`src/rtl/uart_rib_master.sv`:
```
// UART-to-RIB debug initiator: decodes 'W'/'R' frames from i_rx, runs one RIB
// transaction per frame and streams the reply bytes. Optional macro: UART_RIB_TIMEOUT_EN.
module uart_rib_master #(
  parameter int CLK_DIV = 868,
  parameter int TIMEOUT = 1000000
) (
  input  logic        i_clk,
  input  logic        i_rst,
  input  logic        i_rx,
  output logic [31:0] o_ribm_addr,
  output logic        o_ribm_wrcs,
  output logic [3:0]  o_ribm_mask,
  output logic [31:0] o_ribm_wdata,
  input  logic [31:0] i_ribm_rdata,
  output logic        o_ribm_req,
  input  logic        i_ribm_gnt,
  input  logic        i_ribm_rsp,
  output logic        o_ribm_rdy,
  output logic [7:0]  o_tx_data,
  output logic        o_tx_vld,
  input  logic        i_tx_rdy,
  output logic        o_frm_err
);

  localparam int             CW        = $clog2(CLK_DIV);
  localparam logic [CW-1:0]  BIT_LAST  = CW'(CLK_DIV - 1);
  localparam logic [CW-1:0]  HALF_LAST = CW'(CLK_DIV / 2 - 1);
  localparam logic [7:0]     CMD_WR    = 8'h57;
  localparam logic [7:0]     CMD_RD    = 8'h52;
  localparam logic [7:0]     ACK_BYTE  = 8'h4B;

  if (CLK_DIV < 4 || TIMEOUT < 1) begin : g_bad_param
    $error("uart_rib_master: CLK_DIV must be >= 4 and TIMEOUT >= 1");
  end

  typedef enum logic [1:0] {RX_IDLE, RX_START, RX_DATA, RX_STOP} rx_state_e;
  typedef enum logic [2:0] {P_IDLE, P_ADDR, P_DATA, P_REQ, P_RSP, P_REPLY} p_state_e;

  // [0] first sync flop, [1] synchronised line, [2] previous synchronised value
  logic [2:0]  rx_sync_q, rx_sync_d;
  rx_state_e   rx_state_q, rx_state_d;
  logic [CW-1:0] rx_cnt_q, rx_cnt_d;
  logic [2:0]  rx_bit_q, rx_bit_d;
  logic [7:0]  rx_shift_q, rx_shift_d;
  logic        byte_vld_q, byte_vld_d;
  logic        frm_err_q, frm_err_d;

  p_state_e    p_state_q, p_state_d;
  logic [1:0]  bcnt_q, bcnt_d;
  logic [31:0] addr_q, addr_d;
  logic [31:0] wdata_q, wdata_d;
  logic [31:0] rdata_q, rdata_d;
  logic        wr_q, wr_d;
`ifdef UART_RIB_TIMEOUT_EN
  localparam int TW = $clog2(TIMEOUT + 1);
  logic [TW-1:0] tmo_q, tmo_d;
`endif

  logic rx_s, rx_fall;
  assign rx_s    = rx_sync_q[1];
  assign rx_fall = rx_sync_q[2] & ~rx_sync_q[1];

  // UART receiver
  always_comb begin
    // NOTE: every signal gets a default first so no path leaves it unassigned (no latches).
    rx_sync_d  = {rx_sync_q[1:0], i_rx};
    rx_state_d = rx_state_q;
    rx_cnt_d   = rx_cnt_q + CW'(1);
    rx_bit_d   = rx_bit_q;
    rx_shift_d = rx_shift_q;
    byte_vld_d = 1'b0;
    frm_err_d  = 1'b0;
    case (rx_state_q)
      RX_IDLE: begin
        rx_cnt_d = '0;
        if (rx_fall) rx_state_d = RX_START;
      end
      RX_START: if (rx_cnt_q == HALF_LAST) begin
        rx_cnt_d   = '0;
        rx_bit_d   = '0;
        rx_state_d = rx_s ? RX_IDLE : RX_DATA;
      end
      RX_DATA: if (rx_cnt_q == BIT_LAST) begin
        rx_cnt_d   = '0;
        rx_shift_d = {rx_s, rx_shift_q[7:1]};
        rx_bit_d   = rx_bit_q + 3'd1;
        if (rx_bit_q == 3'd7) rx_state_d = RX_STOP;
      end
      default: if (rx_cnt_q == BIT_LAST) begin
        rx_cnt_d   = '0;
        rx_state_d = RX_IDLE;
        byte_vld_d = rx_s;
        frm_err_d  = ~rx_s;
      end
    endcase
  end

  // Frame parser and RIB / reply sequencing
  always_comb begin
    p_state_d = p_state_q;
    bcnt_d    = bcnt_q;
    addr_d    = addr_q;
    wdata_d   = wdata_q;
    rdata_d   = rdata_q;
    wr_d      = wr_q;
`ifdef UART_RIB_TIMEOUT_EN
    tmo_d     = '0;
`endif
    case (p_state_q)
      P_IDLE: if (byte_vld_q && (rx_shift_q == CMD_WR || rx_shift_q == CMD_RD)) begin
        wr_d      = (rx_shift_q == CMD_WR);
        bcnt_d    = '0;
        p_state_d = P_ADDR;
      end
      P_ADDR: if (byte_vld_q) begin
        addr_d[{bcnt_q, 3'b000} +: 8] = rx_shift_q;
        bcnt_d = bcnt_q + 2'd1;
        if (bcnt_q == 2'd3) p_state_d = wr_q ? P_DATA : P_REQ;
      end
      P_DATA: if (byte_vld_q) begin
        wdata_d[{bcnt_q, 3'b000} +: 8] = rx_shift_q;
        bcnt_d = bcnt_q + 2'd1;
        if (bcnt_q == 2'd3) p_state_d = P_REQ;
      end
      P_REQ: if (i_ribm_gnt) p_state_d = P_RSP;
      P_RSP: if (i_ribm_rsp) begin
        if (!wr_q) rdata_d = i_ribm_rdata;
        bcnt_d    = '0;
        p_state_d = P_REPLY;
      end
      default: if (i_tx_rdy) begin
        bcnt_d = bcnt_q + 2'd1;
        if (wr_q || bcnt_q == 2'd3) p_state_d = P_IDLE;
      end
    endcase
`ifdef UART_RIB_TIMEOUT_EN
    if (p_state_q == P_ADDR || p_state_q == P_DATA) begin
      if (byte_vld_q) tmo_d = '0;
      else if (tmo_q == TW'(TIMEOUT)) p_state_d = P_IDLE;
      else tmo_d = tmo_q + TW'(1);
    end
`endif
    // A broken byte only abandons a frame still being received; bus work in flight completes.
    if (frm_err_q && (p_state_q == P_IDLE || p_state_q == P_ADDR || p_state_q == P_DATA))
      p_state_d = P_IDLE;
  end

  always_ff @(posedge i_clk) begin
    // NOTE: state registers use non-blocking assignments so all flops update together.
    if (i_rst) begin
      rx_sync_q  <= '1;
      rx_state_q <= RX_IDLE;
      rx_cnt_q   <= '0;
      rx_bit_q   <= '0;
      rx_shift_q <= '0;
      byte_vld_q <= 1'b0;
      frm_err_q  <= 1'b0;
      p_state_q  <= P_IDLE;
      bcnt_q     <= '0;
      addr_q     <= '0;
      wdata_q    <= '0;
      rdata_q    <= '0;
      wr_q       <= 1'b0;
`ifdef UART_RIB_TIMEOUT_EN
      tmo_q      <= '0;
`endif
    end else begin
      rx_sync_q  <= rx_sync_d;
      rx_state_q <= rx_state_d;
      rx_cnt_q   <= rx_cnt_d;
      rx_bit_q   <= rx_bit_d;
      rx_shift_q <= rx_shift_d;
      byte_vld_q <= byte_vld_d;
      frm_err_q  <= frm_err_d;
      p_state_q  <= p_state_d;
      bcnt_q     <= bcnt_d;
      addr_q     <= addr_d;
      wdata_q    <= wdata_d;
      rdata_q    <= rdata_d;
      wr_q       <= wr_d;
`ifdef UART_RIB_TIMEOUT_EN
      tmo_q      <= tmo_d;
`endif
    end
  end

  assign o_ribm_addr  = addr_q;
  assign o_ribm_wrcs  = wr_q;
  assign o_ribm_mask  = 4'hF;
  assign o_ribm_wdata = wdata_q;
  assign o_ribm_req   = (p_state_q == P_REQ);
  assign o_ribm_rdy   = (p_state_q == P_RSP);
  assign o_tx_vld     = (p_state_q == P_REPLY);
  assign o_tx_data    = wr_q ? ACK_BYTE : rdata_q[{bcnt_q, 3'b000} +: 8];
  assign o_frm_err    = frm_err_q;

endmodule

```
`config.mk`:
```
export PLATFORM = sky130hd
export DESIGN_NAME = uart_rib_master
export DESIGN_NICKNAME = d
export VERILOG_FILES = /design/src/rtl/uart_rib_master.sv
export SDC_FILE = /design/constraint.sdc
export NUM_CORES = 1
export LEC_CHECK = 0
export ABC_CLOCK_PERIOD_IN_PS = 4100
export BUFFER_PORTS_ARGS = -buffer_cell sky130_fd_sc_hd__buf_2
export CAP_MARGIN = 20
export CORE_UTILIZATION = 40
export DETAILED_ROUTE_END_ITERATION = 8
export SYNTH_ARGS = -nofsm -noshare
export SYNTH_HDL_FRONTEND = slang
export SYNTH_SLANG_ARGS = --single-unit
export TNS_END_PERCENT = 20
```
`constraint.sdc`:
```
create_clock -name i_clk -period 4.1 [get_ports i_clk]
set_clock_uncertainty 0.1 [all_clocks]
set_input_delay 0.82 -clock i_clk [delete_from_list [all_inputs] [get_ports i_clk]]
set_output_delay 0.82 -clock i_clk [all_outputs]
set_load 0.02 [all_outputs]
```
## After elaboration in Yosys (flattened, before gate mapping)

Cells that the tools add are included.

| word-level totals | value |
|---|---|
| flip-flop bits (word level) | 130 |
| output and inout bits | 81 |
| word-level logic and storage cells | 107 |

| operators by class | value |
|---|---|
| $add $sub $neg | 4 |
| eq/ne operators | 25 |
| reductions and logical operators | 25 |
| muxes and demuxes | 32 |
| bitwise logic cells | 5 |
| shift-type cells | 3 |

Operators by type and width:

| cell | count |
|---|---|
| 32-bit bitwise mux | 2 |
| 3-bit two-way mux | 11 |
| 8-bit by 7-bit variable shift with 32-bit output, first input constant | 1 |
| 32-bit by 6-bit variable part select with 8-bit output | 1 |
| 8-bit by 7-bit variable part select with 32-bit output | 1 |
| 10-bit two-way mux | 2 |
| 2-bit two-way mux | 10 |
| 2-bit != test, second input constant | 10 |
| 10-bit one-hot mux with 2 select lines | 1 |
| 8-bit by 7-bit == test with 1-bit output, second input constant | 2 |
| 3-bit one-hot mux with 5 select lines | 1 |
| 6-bit nonzero test | 2 |
| 10-bit by 1-bit adder with 10-bit output, second input constant | 1 |
| 10-bit == test, second input constant | 1 |
| 10-bit by 9-bit == test with 1-bit output, second input constant | 1 |
| 5-bit AND reduction | 2 |
| 3-bit == test, second input constant | 3 |
| 9-bit AND reduction | 1 |
| 8-bit two-way mux | 1 |
| 2-bit one-hot mux with 4 select lines | 1 |
| 2-bit AND reduction | 4 |
| 5-bit negator with 7-bit output | 1 |
| 3-bit by 2-bit == test with 1-bit output, second input constant | 2 |
| 2-bit one-hot mux with 3 select lines | 1 |
| other kinds (20) | 31 |

## Logic depth before layout (Yosys ltp)

| logic depth | value |
|---|---|
| word-level depth | 5 |
| mapped depth | 8 |
| mapped depth without buffers | 7 |

## Worst setup path before layout

Ideal clock, no wire load.

| timing path | value |
|---|---|
| path type | register to output |
| start | register bcnt_q[0] |
| end | output o_tx_data[3] |
| cell stages (with the launch flop) | 4 |
| arrival time | 1.764 ns |
| slack | 1.416 ns |
| data required time | 3.180 ns |
| buffers on the path | 1 |
| cell sequence | dfxtp_1 -> buf_1 -> mux4_2 -> or2_2 |

| on the way | value |
|---|---|
| cells in the longest elaborated chain, start to end | 2 |

RTL lines:

| element | line | source |
|---|---|---|
| start: declaration | 49 | `logic [1:0] bcnt_q, bcnt_d;` |
| start signal: assignment | 176 | `bcnt_q <= bcnt_d;` |
| 32-bit by 6-bit variable part select with 8-bit output | 194 | `assign o_tx_data = wr_q ? ACK_BYTE : rdata_q[{bcnt_q, 3'b000} +: 8];` |
| 8-bit two-way mux | 194 |  |
| end: declaration | 19 | `output logic [7:0] o_tx_data,` |

No other way between the ends.

## Worst setup path in the final report

| timing path | value |
|---|---|
| start | register bcnt_q[0] |
| end | output o_tx_data[0] |

The elaborated chain is that of the path after synthesis.

==> flow_summary_export.csv <==
group,metric,value,unit
synthesis,synth_seq_cells,130,
placement,dpl_cell_area,6081,µm²
setup_path,cp_slowest_stage_delay,880,ps
synthesis,yosysTopAreaCell,"dfxtp_1",
synthesis,synthSimpleGateAreaFrac,26.63,%
synthesis,netlist_area,5450,µm²
die,dieWidth,118.7,µm
setup_path,r2r_end,"o_ribm_wdata[4]$_SDFFE_PP0P_",
die,pin_count,119,
worst_hold_path,hold_end,"rx_sync_q[1]$_SDFF_PP1_",
sta,fin_ws,870.7,ps
placement,post-dp-hpwl,9.082,mm
clock_tree,cts_buffers,17,
sta,finalHoldViolCount,0,
cells_and_area,antenna_cells,0,
setup_path,worstPathCellList,"mux4_2 > or2_2 > buf_2",
sta,drv_slew,0,
worst_hold_path,hp-class,"flop to flop",
placement,gp_congestion,0.7808,
sta,rsz0062_at_grt,"no",
synthesis,yosysWarningCount,0,
clock_tree,clock_latency,410,ps
grt,overflow,0,
placement,place_ws,1230,ps
setup_path,cp_max_fo,16,
worst_hold_path,hold_depth,1,
grt,grt_max_degree,97,
clock_tree,clkSinkCount,130,
synthesis,synth_edf_count,0,
die,die_h,118.7,µm
power_and_ir_drop,p_sw,737.6,µW
synthesis,ys_types,50,
outcome,status,"complete, no violations",
sta,setup_viol,0,
synthesis,synth.area.mux_share,5.533,%
die,initial_core_util,41.16,%
synthesis,synthXorXnorAreaFrac,1.607,%
synthesis,yosysSeqAreaShare,47.75,%
clock_tree,h-tree-depth,4,
synthesis,netlist_instances,659,
cells_and_area,stdcell_area,6670,µm²
routing,dr.first_iter.drc_count,317,
power_and_ir_drop,p_int,2.295,mW
setup_path,crit_required,3180,ps
run,cap_viol_max_count,0,
setup_path,critPathKind,"flop to output pin",
synthesis,netlist_top_cells_area,"dfxtp_1 48%, nand2_1 10%, a21oi_1 9.5%, nand3_1 6.6%, mux4_2 3.3%",
clock_tree,clkTransAtPathRegs,60,ps
setup_path,worstSetupStartpointType,"flop",
cells_and_area,nNetsFinal,794,
power_and_ir_drop,swShare,24.32,%
sta,maxSlewHeadroom,28.20,%
sta,worst_slew_pin_slew,1073,ps
clock_tree,ctsHoldBuffers,0,
clock_tree,cts_resized,0,
cells_and_area,final_cell_mix,"148 x nand2_1, 130 x dfxtp_1, 113 x buf_2, 103 x a21oi_1, 72 x nand3_1",
sta,finalCriticalPeriod,3229,ps
setup_path,cp_top_family,"flip-flops",
synthesis,async_flop_share,0,%
setup_path,r2r_setup_slack,1240,ps
grt,first_global_vias,4447,
synthesis,synthFlopType,"dfxtp_1",
synthesis,yosys.area_share.adder,2.066,%
grt,grt_pass1_wl,22.18,mm
routing,totalWireLength,13.72,mm
die,die_area,14100,µm²
worst_hold_path,min_from,"rx_sync_q[0]$_SDFF_PP1_",
cells_and_area,syn_to_final_growth,22.38,%
routing,viasPerCell,5.107,
routing,vias,4780,
sta,max_freq,0.3097,GHz
clock_tree,post-cts-setup-buffer-count,0,
synthesis,synth_top_family_by_area,"simple AND/OR/NAND/NOR gates",
routing,dr.pass1.iters,4,
synthesis,synth_compound_area_share,11.71,%
setup_path,crit_path_end_kind,"output pin",
setup_path,cp_num_buf_inv,1,
cells_and_area,final_cells,936,
power_and_ir_drop,p_leak,2.563,nW
grt,antenna_found_initial,0,
power_and_ir_drop,ir_drop,0.3074,mV
power_and_ir_drop,p_clk_share,46.9,%
setup_path,reg2regPathDepth,5,
power_and_ir_drop,power_frac_comb,9.0,%
sta,fin_tns_setup,0,ps
synthesis,synth_top_area_share,47.75,%
routing,drc,0,
cells_and_area,drive_above_1_share,22.63,%
die,fp-row-count,42,
placement,portBuffers,114,
die,core_area,13240,µm²
cells_and_area,final_common_cell,"nand2_1",
routing,avgRoutedWirePerCell,14.66,µm
placement,place_inst,903,
setup_path,arrival,2310,ps
power_and_ir_drop,p_per_area,454.7,nW/µm²
grt,grtUsageTotal,20.16,%
routing,ant_nets,0,
setup_path,rr_startpoint,"bcnt_q[0]$_SDFFE_PP0P_",
sta,fin_crit_sh,78.76,%
clock_tree,cts_max_path_buffers,2,
setup_path,slowest_stage,"dfxtp_1",
clock_tree,cts-root-buf,"clkbuf_16",
setup_path,crit_path_start,"bcnt_q[0]$_SDFFE_PP0P_",
power_and_ir_drop,seqPwrFrac,44.0,%
synthesis,syn_avg_cell_area,8.270,µm²
clock_tree,cts_tree,"done",
==> registers in the layout, summed over array words and instances (netlist names), 3 cells and up <==
name / cells
o_ribm_wdata: 32
rx_shift_q: 8
rdata_q: 32
o_ribm_addr: 32
rx_sync_q: 3
p_state_q: 3
rx_bit_q: 3
rx_cnt_q: 10
==> logic make-up after synthesis <==
family,count (synthesis)
AOI/OAI and AO/OA,119
xor gates and xnor gates,10
adders and majority gates,9
buffers and inverters,62
DFF,130
muxes,20
other,1
and+or+nand+nor,308
==> power groups by stage <==
stage                     clock (mW)  combinational, mW  sequential [mW]
after floorplan                    0              0.246             1.32
after detailed placement           0              0.272             1.36
after global routing            1.52              0.306             1.34
final                           1.42              0.274             1.34
after CTS                       1.46              0.273             1.34
after global placement             0              0.266             1.36
==> final cells by class <==
type                       count  area (µm²)
inverter                       7       26.28
fill                        1311        6573
clock buffer                  20       446.7
multi-input combinational    470        2606
tap                          176       220.2
clock inverter                12       115.1
sequential                   130        2603
timing repair buffer         121       653.1
==> how the worst max path moves through the flow <==
stage          slack [ps]  cells past startpoint           end
2_1_floorplan        1420                      3  o_tx_data[3]
3_3_place_gp         1260                      3  o_tx_data[6]
3_5_place_dp         1230                      3  o_tx_data[0]
4_1_cts               780                      3  o_tx_data[0]
5_1_grt               660                      3  o_tx_data[3]
6_report              870                      3  o_tx_data[0]
==> through the flow <==
step                      total power, mW  hold WS [ps]  util (%)
after detailed placement            1.636         304.6     45.92
after floorplan                     1.570         289.5         -
after global placement              1.629         307.1     45.81
final                               3.033         314.9     50.37
after global routing                3.171         329.3     50.37
after CTS                           3.075         323.0     50.16
==> cells in the mapped netlist, types with 3 or more instances <==
cell type / number
inv_1: 7
xnor2_1: 5
nor2b_1: 4
buf_4: 4
a21oi_1: 103
nand3_1: 72
buf_2: 3
xor2_1: 5
ha_1: 9
nor2_1: 29
or2_2: 7
o21ai_0: 5
mux2i_1: 11
clkbuf_1: 46
nor3b_1: 6
dfxtp_1: 130
and4b_1: 3
nor3_1: 10
mux4_2: 8
nand2_1: 148
and2_1: 8
==> layer usage <==
metal	wire length, µm	global-route usage (%)
met1	6174	25.10
met3	628	5.502
met2	6847	33.33
met5	0	0
met4	72	7.120
No activity file was read; power rests on OpenSTA's default activity.
